[config.mk]
export PLATFORM = sky130hd
export DESIGN_NAME = recip_result_reader
export DESIGN_NICKNAME = d
export VERILOG_FILES = /design/src/rtl/recip_pkg.sv /design/src/rtl/recip_result_fifo.sv /design/src/rtl/recip_result_reader.sv
export SDC_FILE = /design/constraint.sdc
export NUM_CORES = 1
export LEC_CHECK = 0
export CORE_ASPECT_RATIO = 1.5
export CORE_MARGIN = 5
export CORE_UTILIZATION = 57
export DETAILED_ROUTE_END_ITERATION = 6
export PLACE_DENSITY = 0.8
export SYNTH_ARGS = -nofsm -noshare
export SYNTH_HDL_FRONTEND = slang
export SYNTH_HIERARCHICAL = 1
export SYNTH_SLANG_ARGS = --single-unit
[constraint.sdc]
create_clock -name clk_fast -period 3.9 [get_ports clk_fast]
set_input_delay 0.78 -clock clk_fast [delete_from_list [all_inputs] [get_ports clk_fast]]
set_output_delay 0.78 -clock clk_fast [all_outputs]
set_load 0.01 [all_outputs]
[src/rtl/recip_pkg.sv]
// Shared widths, result-word field offsets and FSM encodings for the TDC result reader.
// Field offsets describe the default {seq, fine, coarse} word layout.
package recip_pkg;

  localparam int COARSE_W_DEF   = 24;
  localparam int FINE_W_DEF     = 8;
  localparam int SEQ_W_DEF      = 8;
  localparam int FIFO_DEPTH_DEF = 4;

  localparam int COARSE_LSB = 0;
  localparam int FINE_LSB   = COARSE_LSB + COARSE_W_DEF;
  localparam int SEQ_LSB    = FINE_LSB + FINE_W_DEF;
  localparam int WORD_W_DEF = SEQ_LSB + SEQ_W_DEF;

  typedef enum logic [1:0] {
    IDLE     = 2'd0,
    ACK      = 2'd1,
    WAIT_LOW = 2'd2
  } cap_state_e;

  typedef enum logic {
    O_IDLE = 1'b0,
    O_WAIT = 1'b1
  } out_state_e;

endpackage

[src/rtl/recip_result_fifo.sv]
// Single-clock result buffer; head is combinational from storage, level updates on push/pop.
// Push when full and pop when empty are masked internally and have no effect.
module recip_result_fifo #(
  parameter int WIDTH = 40,
  parameter int DEPTH = 4
) (
  input  logic                     clk_fast,
  input  logic                     rst,
  input  logic                     i_push,
  input  logic [WIDTH-1:0]         i_data,
  input  logic                     i_pop,
  output logic [WIDTH-1:0]         o_head,
  output logic                     o_full,
  output logic                     o_empty,
  output logic [$clog2(DEPTH):0]   o_level
);

  localparam int AW = $clog2(DEPTH);
  localparam logic [AW:0]   LVL_FULL = (AW+1)'(DEPTH);
  localparam logic [AW:0]   LVL_ONE  = (AW+1)'(1);
  localparam logic [AW-1:0] PTR_ONE  = AW'(1);

  logic [WIDTH-1:0] r_mem [DEPTH];
  logic [AW-1:0]    r_wr_ptr;
  logic [AW-1:0]    r_rd_ptr;
  logic [AW:0]      r_level;
  logic             w_push;
  logic             w_pop;

  assign o_full  = (r_level == LVL_FULL);
  assign o_empty = (r_level == '0);
  assign w_push  = i_push & ~o_full;
  assign w_pop   = i_pop & ~o_empty;
  assign o_head  = r_mem[r_rd_ptr];
  assign o_level = r_level;

  always_ff @(posedge clk_fast or posedge rst) begin
    if (rst) begin
      r_wr_ptr <= '0;
      r_rd_ptr <= '0;
      r_level  <= '0;
    end else begin
      if (w_push) r_wr_ptr <= r_wr_ptr + PTR_ONE;
      if (w_pop)  r_rd_ptr <= r_rd_ptr + PTR_ONE;
      case ({w_push, w_pop})
        2'b10:   r_level <= r_level + LVL_ONE;
        2'b01:   r_level <= r_level - LVL_ONE;
        default: r_level <= r_level;
      endcase
    end
  end

  // Storage is not reset: the head is only consumed while the level is non-zero.
  always_ff @(posedge clk_fast) begin
    if (w_push) r_mem[r_wr_ptr] <= i_data;
  end

endmodule

[src/rtl/recip_result_reader.sv]
// Captures TDC results with a valid/ack handshake, buffers them and hands them to the sys domain
// over a toggle req/ack pair; capture-to-toggle is 2 cycles when idle, a full buffer holds off the ack.
module recip_result_reader
  import recip_pkg::*;
#(
  parameter int COARSE_WIDTH = COARSE_W_DEF,
  parameter int FINE_WIDTH   = FINE_W_DEF,
  parameter int SEQ_WIDTH    = SEQ_W_DEF,
  parameter int FIFO_DEPTH   = FIFO_DEPTH_DEF,
  localparam int W  = SEQ_WIDTH + FINE_WIDTH + COARSE_WIDTH,
  localparam int LW = $clog2(FIFO_DEPTH) + 1
) (
  input  logic                    clk_fast,
  input  logic                    rst,
  input  logic                    tdc_valid_fast,
  input  logic [COARSE_WIDTH-1:0] tdc_coarse_fast,
  input  logic [FINE_WIDTH-1:0]   tdc_fine_raw_fast,
  output logic                    tdc_ack_fast,
  output logic [W-1:0]            out_data,
  output logic                    out_req_tgl,
  input  logic                    out_ack_tgl,
  output logic [LW-1:0]           fifo_level
);

  localparam logic [SEQ_WIDTH-1:0] SEQ_ONE = SEQ_WIDTH'(1);

  cap_state_e           r_cap_state, w_cap_next;
  out_state_e           r_out_state, w_out_next;
  logic [SEQ_WIDTH-1:0] r_seq;
  logic                 r_ack;
  logic                 r_ack_meta, r_ack_sync;
  logic                 r_req_tgl;
  logic [W-1:0]         r_out_data;
  logic                 w_push, w_pop;
  logic                 w_full, w_empty;
  logic [W-1:0]         w_head;

  recip_result_fifo #(
    .WIDTH (W),
    .DEPTH (FIFO_DEPTH)
  ) u_fifo (
    .clk_fast (clk_fast),
    .rst      (rst),
    .i_push   (w_push),
    .i_data   ({r_seq, tdc_fine_raw_fast, tdc_coarse_fast}),
    .i_pop    (w_pop),
    .o_head   (w_head),
    .o_full   (w_full),
    .o_empty  (w_empty),
    .o_level  (fifo_level)
  );

  // WAIT_LOW blocks re-capture until the core has dropped valid after our ack.
  always_comb begin
    w_cap_next = r_cap_state;
    w_push     = 1'b0;
    case (r_cap_state)
      IDLE: begin
        if (tdc_valid_fast && !w_full) begin
          w_push     = 1'b1;
          w_cap_next = ACK;
        end
      end
      ACK:      w_cap_next = WAIT_LOW;
      WAIT_LOW: if (!tdc_valid_fast) w_cap_next = IDLE;
      default:  w_cap_next = IDLE;
    endcase
  end

  always_comb begin
    w_out_next = r_out_state;
    w_pop      = 1'b0;
    case (r_out_state)
      O_IDLE: begin
        if (!w_empty) begin
          w_pop      = 1'b1;
          w_out_next = O_WAIT;
        end
      end
      O_WAIT:  if (r_ack_sync == r_req_tgl) w_out_next = O_IDLE;
      default: w_out_next = O_IDLE;
    endcase
  end

  always_ff @(posedge clk_fast or posedge rst) begin
    if (rst) begin
      r_cap_state <= IDLE;
      r_out_state <= O_IDLE;
      r_seq       <= '0;
      r_ack       <= 1'b0;
      r_ack_meta  <= 1'b0;
      r_ack_sync  <= 1'b0;
      r_req_tgl   <= 1'b0;
      r_out_data  <= '0;
    end else begin
      r_cap_state <= w_cap_next;
      r_out_state <= w_out_next;
      r_ack       <= (w_cap_next == ACK);
      r_ack_meta  <= out_ack_tgl;
      r_ack_sync  <= r_ack_meta;
      if (w_push) r_seq <= r_seq + SEQ_ONE;
      if (w_pop) begin
        r_out_data <= w_head;
        r_req_tgl  <= ~r_req_tgl;
      end
    end
  end

  assign tdc_ack_fast = r_ack;
  assign out_req_tgl  = r_req_tgl;
  assign out_data     = r_out_data;

endmodule

Yosys cells after proc, flatten, opt, wreduce, memory -nomap -nowiden
Memory sizes are Yosys's and may differ from the RTL's. A register that Yosys moved wholly into a read port is not among the register bits.
Cells that the tools add are included.
{ "word_totals": {"out_inout_bits": 45, "reg_bits": 22, "latchBits": 0, "input_bits": 36, "memories": 1, "elab_cells": 46, "mem_bits_rw": 160, "mem_bits_ro": 0} }
{ "mem_list": {"columns": ["name", "words", "width", "rd", "rd_clocked_by_memory_dff", "write_ports", "line", "source"], "rows": [
  ["u_fifo.r_mem", 4, 40, 1, 1, 1, "recip_result_fifo.sv:23", "logic [WIDTH-1:0] r_mem [DEPTH];"]
]} }
{ "op_classes": {"n_eq_ne": 7, "order_cmp": 0, "addsub": 5, "n_bitwise": 6, "shifts": 0, "n_div": 0, "n_reduce_logical": 5, "mul": 0, "n_mux": 12} }
{ "ops": {"columns": ["operator", "count"], "rows": [
  ["8-bit by 1-bit adder with 8-bit output, second input constant", 1],
  ["1-bit 2-to-1 mux", 7],
  ["2-bit by 1-bit equality test with 1-bit output, second input constant", 3],
  ["2-bit case mux with 3 select lines", 1],
  ["3-bit case mux with 2 select lines", 1],
  ["2-bit by 1-bit adder with 2-bit output, second input constant", 2],
  ["2-bit equality test, second input constant", 2],
  ["2-bit 2-to-1 mux", 2],
  ["1-bit inverter", 4],
  ["3-bit by 1-bit adder with 3-bit output, second input constant", 1],
  ["3-bit equality test, second input constant", 1],
  ["3-bit logical NOT", 1],
  ["3-bit by 1-bit subtractor with 3-bit output, second input constant", 1],
  ["1-bit bitwise AND", 2],
  ["2-bit logical NOT", 1],
  ["1-bit case mux with 2 select lines", 1],
  ["2-bit nonzero test", 1],
  ["1-bit equality test", 1],
  ["1-bit logical AND", 1],
  ["1-bit logical NOT", 1]
]} }

Longest topological paths before layout
{ "logic_depth": {"word_depth": 8, "depth_mapped": 10, "depth_no_buf": 10} }

Hierarchy
The synthesis kept the hierarchy.
{ "modules_own_cells": {"columns": ["module", "cells_per_inst", "seq_area_each_um2", "n_inst", "area_per_inst_um2"], "rows": [
  ["recip_result_fifo", 248, 4979.8, 1, 6253.5],
  ["recip_result_reader", 128, 1376.3, 1, 2074.5]
]} }

Worst setup path before layout
Ideal clock, no wire load.
{ "synth_timing": {"path_type": "input port to flip-flop", "startpoint": "in tdc_valid_fast", "endpoint": "mem u_fifo.r_mem[0][0] (enable)", "required_ps": 3499, "setup_slack_ps": 1024, "stages": 3, "path_buffers": 0, "arrival_time_ps": 2475, "cell_sequence": "nor4b_4 nor2b_2 and2_1"} }
{ "synth_between": {"elab_chain_cells": 6} }
{ "synth_lines": {"columns": ["element", "line", "source"], "rows": [
  ["start, declared", "recip_result_reader.sv:15", "input logic tdc_valid_fast,"],
  ["1-bit logical AND", "recip_result_reader.sv:59", "if (tdc_valid_fast && !w_full) begin"],
  ["1-bit 2-to-1 mux", "recip_result_reader.sv:59", null],
  ["1-bit 2-to-1 mux", "recip_result_reader.sv:57", "case (r_cap_state)"],
  ["1-bit bitwise AND", "recip_result_fifo.sv:32", "assign w_push = i_push & ~o_full;"],
  ["1-bit 2-to-1 mux", "recip_result_fifo.sv:55", "if (w_push) r_mem[r_wr_ptr] <= i_data;"],
  ["1-bit 2-to-1 mux (implied by the code)", "recip_result_fifo.sv:55", null],
  ["end, declared", "recip_result_fifo.sv:23", null]
]} }
No other way between the ends.

Worst setup path after layout
{ "layout_timing": {"startpoint": "in tdc_valid_fast", "endpoint": "mem u_fifo.r_mem[3][39] (enable)"} }
{ "layout_between": {"elab_chain_cells": 6} }
{ "layout_lines": {"columns": ["element", "line", "source"], "rows": [
  ["1-bit logical AND", "recip_result_reader.sv:59", null],
  ["1-bit 2-to-1 mux", "recip_result_reader.sv:59", null],
  ["1-bit 2-to-1 mux", "recip_result_reader.sv:57", null],
  ["via w_push", "recip_result_reader.sv:34", "logic w_push, w_pop;"],
  ["1-bit bitwise AND", "recip_result_fifo.sv:32", null],
  ["1-bit 2-to-1 mux", "recip_result_fifo.sv:55", null],
  ["1-bit 2-to-1 mux (implied by the code)", "recip_result_fifo.sv:55", null]
]} }
The timed path passes the listed nets, and every way through them passes these cells.

==> impl_metrics.py <==
metrics = {
    "layout": {
        "drive_above_1_share_pct": 26.4,
        "syn2layout_area_growth_pct": 20.3,
        "final_util_pct": 69.3,
        "layout_common_cells": "edfxtp_1, clkdlybuf4s50_1, dfrtp_1",
        "design_area_um2": 10000,
        "diodes": 0,
        "fin_nets": 517,
        "final_common_cell": "edfxtp_1",
        "fillers": 920,
    },
    "global_route": {
        "antenna_found_initial": 0,
        "grt_max_degree": 42,
        "grt_pass1_wl_um": 23700,
        "grt_usage_pct": 18.6,
        "gr-total-overflow": 0,
        "grt_pass1_vias": 4190,
    },
    "placed_design": {
        "place_area_um2": 9350,
        "io_buffers": 80,
        "dp_hpwl_um": 9580,
        "place.gp.congestion": 0.771,
    },
    "floorplanning": {
        "dieArea_um2": 17200,
        "dieHeight_um": 158,
        "coreArea_um2": 14500,
        "die-width_um": 109,
        "start_util_pct": 57.6,
        "ios": 81,
        "rows": 54,
    },
    "worst_setup_path": {
        "worstReg2RegStart": "u_fifo/o_level[2]$_DFFE_PP0P_",
        "cp-startpoint": "tdc_valid_fast",
        "worstSetupEndpointType": "register",
        "slowest_stage": "clkdlybuf4s50_1",
        "cpPeakStageDelay_ps": 530,
        "startpoint_type": "input port",
        "r2r_cells": 5,
        "crit_chain": "clkdlybuf4s50_1 > nor4b_4 > nor2b_2 > and2_2 > buf_12",
        "crit_type": "input port to register",
        "crit_fanout": 25,
        "critPathRequiredTime_ps": 4080,
        "reg2reg_slack_ps": 1250,
        "rr_endpoint": "u_fifo/r_mem[3][39]$_DFFE_PP_",
        "arrival_ps": 2980,
    },
    "yosys": {
        "synth_area_um2": 8330,
        "synthArstFlopShare_pct": 27.9,
        "syn-instance-count": 376,
        "yosysTopAreaCell": "edfxtp_1",
        "syn-num-nets": 419,
        "yosys_warnings": 6,
        "synth_edf_count": 160,
        "yosysSeqAreaShare_pct": 76.3,
        "ys_ff_latch": 222,
        "ys_types": 29,
        "netlist_top_cells_area": "edfxtp_1, dfrtp_1, mux4_2",
        "synth_top_area_share_pct": 57.7,
        "syn_area_per_cell_um2": 22.1,
        "synth_ff_type": "edfxtp_1",
    },
    "sta": {
        "min_period_over_period_pct": 71.8,
        "max_freq_ghz": 0.357,
        "worstMarginPinSlew_ps": 1070,
        "hold_violations": 0,
        "slew_headroom_pct": 28.8,
        "rsz0062_at_grt": "no",
        "hold_ws_ps": 357,
        "period_minus_slack_ps": 2800,
        "clock_skew_ps": 11.9,
        "tns_ps": 0,
        "maxSlewViolCount": 0,
        "setup_violations": 0,
    },
    "pwr": {
        "p_per_area_nw_per_um2": 791,
        "ir_worst_vdd_uv": 556,
        "power_leakage_uw": 0.00352,
    },
    "hold_path": {
        "holdCritPathClass": "register to register",
        "min_path_cells": 0,
        "min_from": "r_ack_meta$_DFF_PP0_",
        "hold_path_end": "r_ack_sync$_DFF_PP0_",
    },
    "outcome": {
        "status": "completed",
    },
    "routing": {
        "drt-initial-drc-count": 171,
        "vias": 3868,
        "vias_per_cell": 5.65,
        "antenna_left": 0,
        "wl_um": 15300,
        "routedWlPerCell_um": 22.3,
        "drcViolationCount": 0,
        "first_pass_iters": 4,
    },
    "clock_tree": {
        "ctsLongestPathBuffers": 3,
        "cts.clk_slew.worst_paths_ps": 60,
        "htree_levels": 1,
        "postCtsHoldBufs": 0,
        "cts.sinks": 222,
        "cts_buffers": 20,
        "clockRootBuffer": "clkbuf_16",
        "clkLatencyLatePin_ps": 490,
        "cts_resized": 0,
        "cts_tree": "yes",
        "post_cts_buffers": 0,
    },
    "run": {
        "max_cap_violations": 0,
    },
}
## metal layers
metal | GRT usage [%] | share of wire, % | vias up
met5 | 0 | 0 | -
met2 | 34.8 | 57 | 100
met1 | 22.1 | 37 | 2053
met4 | 5.23 | 2.1 | 0
li1 | - | - | 1688
met3 | 2.82 | 3.6 | 27
## worst max-delay path, delay by kind of cell
family	cells	cell delay, ps
buffers and inverters	2	780
AND/OR/NAND/NOR	3	1380
## state kept, by name (all words and copies together), names as in the netlist
signal           cells
tdc_ack_fast         1
r_cap_state          2
r_ack_sync           1
r_ack_meta           1
r_out_state          1
r_seq                8
out_req_tgl          1
out_data            40
u_fifo/r_rd_ptr      2
u_fifo/r_mem       160
u_fifo/o_level       3
u_fifo/r_wr_ptr      2
## Yosys cell counts, types with 2 or more instances
library cell  instances
nor2_1                2
buf_12                4
xnor2_1              10
inv_1                 9
mux4_2               38
mux2i_1               2
xor2_1                5
buf_2                 8
ha_1                  6
nand3_1               4
nand2_1               2
dfrtp_1              62
mux2_2               42
nor4b_1               2
nand4_1               2
mux4_1                2
edfxtp_1            160
and2_1                5
## layout make-up
type | instances | area [µm²] | share of cell area [%]
Tap cell | 196 | 245 | 2.45
Clock buffer | 29 | 576 | 5.75
Sequential cell | 222 | 6360 | 63.5
Multi-Input combinational cell | 131 | 1820 | 18.1
Timing Repair Buffer | 90 | 901 | 8.99
Inverter | 9 | 33.8 | 0.337
Clock inverter | 7 | 86.3 | 0.862
## worst max path at each step
stage | slack, ps | cells after the start | to
after floorplan | 1020 | 3 | u_fifo/r_mem[0][0]$_DFFE_PP_
after global placement | 760 | 5 | u_fifo/r_mem[3][32]$_DFFE_PP_
after detailed placement | 630 | 5 | u_fifo/r_mem[2][22]$_DFFE_PP_
after CTS | 1120 | 5 | u_fifo/r_mem[2][32]$_DFFE_PP_
after global routing | 990 | 10 | u_fifo/o_level[2]$_DFFE_PP0P_
final | 1100 | 5 | u_fifo/r_mem[3][39]$_DFFE_PP_
## stage by stage
step | std cells | power [µW] | worst slack (ps)
global placement | 648 | 5920 | 764
finish | 684 | 7920 | 1100
CTS | 684 | 8020 | 1120
floorplan | 376 | 5120 | 1020
global route | 684 | 8300 | 991
detailed placement | 648 | 6040 | 627
## cell families after synthesis
logic type | share of synthesized area [%]
buffers and inverters | 2.03
multiplexers | 16.8
XOR/XNOR | 1.58
AO/OA/AOI/OAI | 0.165
AND/OR/NAND/NOR | 1.94
adder cells (fa/ha/maj) | 1.14
flip-flops | 76.3
## report_power, final
group | total [µW] | switching [µW] | internal (µW)
Combinational | 2340 | 967 | 1370
Sequential | 3630 | 443 | 3180
Clock | 1950 | 793 | 1160
Total | 7920 | 2200 | 5720
No activity file was read; power rests on OpenSTA's default activity.
